==> config.mk <==
export PLATFORM = sky130hd
export DESIGN_NAME = db_scan_ctrl
export DESIGN_NICKNAME = d
export VERILOG_FILES = /design/src/rtl/db_scan_ctrl.sv
export SDC_FILE = /design/constraint.sdc
export NUM_CORES = 1
export LEC_CHECK = 0
export CAP_MARGIN = 20
export CORE_MARGIN = 2
export CORE_UTILIZATION = 50
export DETAILED_ROUTE_END_ITERATION = 10
export PLACE_DENSITY = 0.81
export SYNTH_ARGS = -nofsm -noshare
export SYNTH_HDL_FRONTEND = slang
export SYNTH_SLANG_ARGS = --single-unit
==> constraint.sdc <==
create_clock -name clk -period 3.15 [get_ports clk]
set_input_delay 0.63 -clock clk [delete_from_list [all_inputs] [get_ports clk]]
set_output_delay 0.63 -clock clk [all_outputs]
set_load 0.03 [all_outputs]
==> src/rtl/db_scan_ctrl.sv <==
// db_scan_ctrl: time-shared round-robin debouncer for N_CH switches with edge pulses and a 1-entry event buffer.
// Define DB_SYNC_EN to pass each sw bit through a 2-FF synchronizer before sampling.
module db_scan_ctrl #(
  parameter int N_CH        = 4,
  parameter int TICK_CYCLES = 131072,
  parameter int STABLE_CNT  = 4,
  localparam int CW = (N_CH > 1) ? $clog2(N_CH) : 1,
  localparam int PW = $clog2(TICK_CYCLES)
) (
  input  logic            clk,
  input  logic            reset,
  input  logic [N_CH-1:0] sw,
  output logic [N_CH-1:0] db,
  output logic [N_CH-1:0] rise,
  output logic [N_CH-1:0] fall,
  output logic            evt_valid,
  input  logic            evt_ready,
  output logic [CW-1:0]   evt_ch,
  output logic            evt_level,
  output logic            evt_ovf,
  input  logic            ovf_clr
);
  typedef enum logic [1:0] {S_LO = 2'b00, S_WH = 2'b01, S_HI = 2'b10, S_WL = 2'b11} st_e;
  logic [PW-1:0]   pre_q, pre_d;
  logic [CW-1:0]   idx_q, idx_d;
  st_e             st_q [N_CH];
  logic [3:0]      cnt_q [N_CH];
  st_e             cur_st, nst;
  logic [3:0]      cur_cnt, ncnt;
  logic            s, commit, tick, push, xfer, load;
  logic [N_CH-1:0] s_vec, onehot, rise_q, rise_d, fall_q, fall_d;
  logic            evt_valid_q, evt_valid_d, evt_level_q, evt_level_d, evt_ovf_q, evt_ovf_d;
  logic [CW-1:0]   evt_ch_q, evt_ch_d;
`ifdef DB_SYNC_EN
  logic [N_CH-1:0] sync1_q, sync2_q;
  always_ff @(posedge clk or posedge reset) begin
    if (reset) begin
      sync1_q <= '0;
      sync2_q <= '0;
    end else begin
      sync1_q <= sw;
      sync2_q <= sync1_q;
    end
  end
  assign s_vec = sync2_q;
`else
  assign s_vec = sw;
`endif
  assign tick   = pre_q == PW'(TICK_CYCLES - 1);
  assign pre_d  = tick ? '0 : pre_q + 1'b1;
  assign idx_d  = tick ? ((idx_q == CW'(N_CH - 1)) ? '0 : idx_q + 1'b1) : idx_q;
  assign onehot = N_CH'(1) << idx_q;
  assign cur_st  = st_q[idx_q];
  assign cur_cnt = cnt_q[idx_q];
  assign s       = s_vec[idx_q];
  // Only the channel under the scan pointer advances; the rest hold their state.
  always_comb begin
    nst    = cur_st;
    ncnt   = cur_cnt;
    commit = 1'b0;
    case (cur_st)
      S_LO: if (s) begin nst = S_WH; ncnt = 4'd1; end
      S_WH: begin
        if (!s) begin nst = S_LO; ncnt = 4'd0; end
        else if (cur_cnt == 4'(STABLE_CNT - 1)) begin nst = S_HI; ncnt = 4'd0; commit = 1'b1; end
        else ncnt = cur_cnt + 4'd1;
      end
      S_HI: if (!s) begin nst = S_WL; ncnt = 4'd1; end
      default: begin
        if (s) begin nst = S_HI; ncnt = 4'd0; end
        else if (cur_cnt == 4'(STABLE_CNT - 1)) begin nst = S_LO; ncnt = 4'd0; commit = 1'b1; end
        else ncnt = cur_cnt + 4'd1;
      end
    endcase
  end
  assign push        = tick && commit;
  assign rise_d      = (push && nst == S_HI) ? onehot : '0;
  assign fall_d      = (push && nst == S_LO) ? onehot : '0;
  assign xfer        = evt_valid_q && evt_ready;
  assign load        = push && (!evt_valid_q || xfer);
  assign evt_valid_d = push || (evt_valid_q && !xfer);
  assign evt_ch_d    = load ? idx_q : evt_ch_q;
  assign evt_level_d = load ? (nst == S_HI) : evt_level_q;
  assign evt_ovf_d   = (push && evt_valid_q && !xfer) || (evt_ovf_q && !ovf_clr);
  always_ff @(posedge clk or posedge reset) begin
    if (reset) begin
      pre_q       <= '0;
      idx_q       <= '0;
      rise_q      <= '0;
      fall_q      <= '0;
      evt_valid_q <= 1'b0;
      evt_ch_q    <= '0;
      evt_level_q <= 1'b0;
      evt_ovf_q   <= 1'b0;
      for (int i = 0; i < N_CH; i++) begin
        st_q[i]  <= S_LO;
        cnt_q[i] <= 4'd0;
      end
    end else begin
      pre_q       <= pre_d;
      idx_q       <= idx_d;
      rise_q      <= rise_d;
      fall_q      <= fall_d;
      evt_valid_q <= evt_valid_d;
      evt_ch_q    <= evt_ch_d;
      evt_level_q <= evt_level_d;
      evt_ovf_q   <= evt_ovf_d;
      if (tick) begin
        st_q[idx_q]  <= nst;
        cnt_q[idx_q] <= ncnt;
      end
    end
  end
  // The debounced level is the high bit of the state encoding (S_HI/S_WL).
  always_comb begin
    db = '0;
    for (int i = 0; i < N_CH; i++) db[i] = st_q[i][1];
  end
  assign rise      = rise_q;
  assign fall      = fall_q;
  assign evt_valid = evt_valid_q;
  assign evt_ch    = evt_ch_q;
  assign evt_level = evt_level_q;
  assign evt_ovf   = evt_ovf_q;
endmodule

==> run metrics <==
drc violations=0; DP Cell Count=324; crit path to=evt_ch[0]; FF+latch count, synth=56; hold_sp=cnt_q[11]; H-tree level count=2; status=finished clean; Antenna diodes=0; Setup-failing EPs final=0; clk root buf=clkbuf_8; Longest Clk Path Bufs=2; unrepaired setup endpoints after global routing=no; CP required=3.35 ns; crit path capture type=flip-flop; drt via density=5.590; sequential-to-total area share from yosys stat=51.71%; maximum number of pins on one net before global-route repair=32; Die Area=6025 um^2; Clk Latency, worst-skew pair=0.31 ns; largest area contributor in the netlist=dfrtp_1; CTS tree=built; Critical Path Source=pre_q[0]; Die Wd=77.62 um; Site Rows=26; worst hold path type=flip-flop to flip-flop; filler instances=414; Port Buf Inserts=24; count leader, synth=dfrtp_1; power per cell area=391.0 nW/um^2; Tot Pwr=0.001217 W; Post-layout nets=276; hold buffer count at cts=0; final hold viol count=0; Final Util=60.16%; Synth top cells by count=dfrtp_1, nand2_1, nor2_1; Post-Route WL=4974 um; TNS Setup=0 ns; LEAKAGE=1.316 nW; hpwl dp=3491 um; multi-input logic area=1199 um^2; largest cells by area after synthesis=dfrtp_1, nand2_1, mux4_2; worst r2r src=pre_q[0]; clock-pin slew on the worst setup and hold paths=0.09 ns; Die Span Y=77.62 um; via count=1856; Core Region=5172 um^2; Syn. warnings=0; initial antenna violation count=0; Post-CTS Resized=0; number of global-route vias before repair=1816; Reg2Reg Depth=8; Sink Count=56; CP startpoint kind=flip-flop; WP data arrival=2.73 ns; DRT iter0 DRCs=108; VDD IR max=0.0001856 V; Slew headroom=63.30%; global-route wire length before repair=8797 um; Register Area=1401 um^2; Post-CTS Setup Inserts=0; share of cells above drive strength 1=11.07%; P&R area growth vs syn=14.82%; gp weighted congestion=0.7910; ys async rst share=100.0%; Yosys cell types=41; initial core utilization=52.39%; GRT overflow=0; syn_area_per_cell=11.39 um^2; CP max FO=14; final cell count without fillers=332; maxcap violations=0; fin crit share=80.40%; number of synthesized flops with an enable pin=0; Slew @ Worst Pin=0.5497 ns; placed cell area=3004 um^2; Mapped Area=2710 um^2; router iterations before antenna repair=4; Global Route Usage Sum=18.57%; detailed-route wire length per cell=14.98 um; Setup Crit Path Kind=flip-flop to flip-flop; number of buffers created by CTS=5; syn_nets=253; I/O Pins=25; prevailing post-synth register cell=dfrtp_1; Slew Limit Fails=0; Antenna Nets Post-Route=0; Worst Skew=0.004876 ns; post-route cell area=3112 um^2; Max Fclk=394.8 MHz; fin crit period=2.533 ns; top-area cell type share of the netlist area=51.71%; synthesized instance count=238; reg-to-reg endpoint=evt_ch[0]; FF-to-FF setup slack=0.62 ns
[stage by stage]
step | worst slack (ns) | hold WS, ns
finish | 0.6173 | 0.4771
global route | 0.3879 | 0.5133
CTS | 0.5999 | 0.4775
detailed placement | 0.4916 | 0.4575
global placement | 0.5620 | 0.4520
floorplan | 0.8867 | 0.4401
[power by group]
| part | internal [W] | switching (W) |
|---|---|---|
| sequential | 0.000718 | 0.0000000000000000000139 |
| combinational | 0.0000162 | 0.0000240 |
| clock | 0.000236 | 0.000222 |
[layout make-up]
type / instances / area share [%]
Clock inverter: 2 / 1.126
Sequential cell: 56 / 45.03
Tap cell: 70 / 2.815
Timing Repair Buffer: 28 / 9.087
Clock buffer: 6 / 2.332
Inverter: 9 / 1.086
Multi-Input combinational cell: 161 / 38.52
[worst min path at each step]
| stage | endpoint | slack [ns] | cells after the start |
|---|---|---|---|
| final | cnt_q[11] | 0.48 | 2 |
| after global routing | st_q[4] | 0.51 | 2 |
| after CTS | pre_q[0] | 0.48 | 1 |
| after detailed placement | cnt_q[11] | 0.46 | 2 |
| after global placement | cnt_q[7] | 0.45 | 2 |
| after floorplan | cnt_q[11] | 0.44 | 2 |
[cells by family after synthesis]
family                   synth area share [%]
AND/OR/NAND/NOR                         16.30
AO/OA/AOI/OAI                           9.049
buffers and inverters                   4.063
adder cells (fa/ha/maj)                 3.232
XOR/XNOR                                5.587
multiplexers                            10.06
flip-flops                              51.71
[routing by layer]
| metal | track usage (%) | vias to the layer above | share of wire, % |
|---|---|---|---|
| met4 | 6.071 | 0 | 1.6 |
| met5 | 0 | - | 0 |
| li1 | - | 893 | - |
| met1 | 26.29 | 916 | 48 |
| met3 | 4.186 | 8 | 3.4 |
| met2 | 28.53 | 39 | 47 |
[placed cells by master, fill, tap and decap left out, drive strengths merged, types with 3 or more instances in the layout]
master and instances:
dfrtp 56, nand2 31, clkdlybuf4s50 24, o21ai 16
nor2 15, a21oi 9, inv 9, mux2 8
nor3 8, xor2 8, nand4 7, nand3 7
o31ai 7, ha 7, mux4 7, clkbuf 6
a41oi 5, xnor2 5, buf 4, nor2b 3
[worst max-delay path, cell delays in order (launching register included)]
cell,delay [ns]
dfrtp_1,0.39
ha_1,0.24
and4_1,0.32
nand4_1,0.11
nor3_1,0.18
ha_1,0.48
nand2_1,0.16
nor3_2,0.19
mux2_2,0.36
[sequential cells by signal, summed over array words and instances, names as in the netlist]
| register | cells |
|---|---|
| evt_valid | 1 |
| st_q | 4 |
| db | 4 |
| rise | 4 |
| idx_q | 2 |
| evt_ch | 2 |
| evt_ovf | 1 |
| pre_q | 17 |
| evt_level | 1 |
| fall | 4 |
| cnt_q | 16 |
No activity file was read; power rests on OpenSTA's default activity.
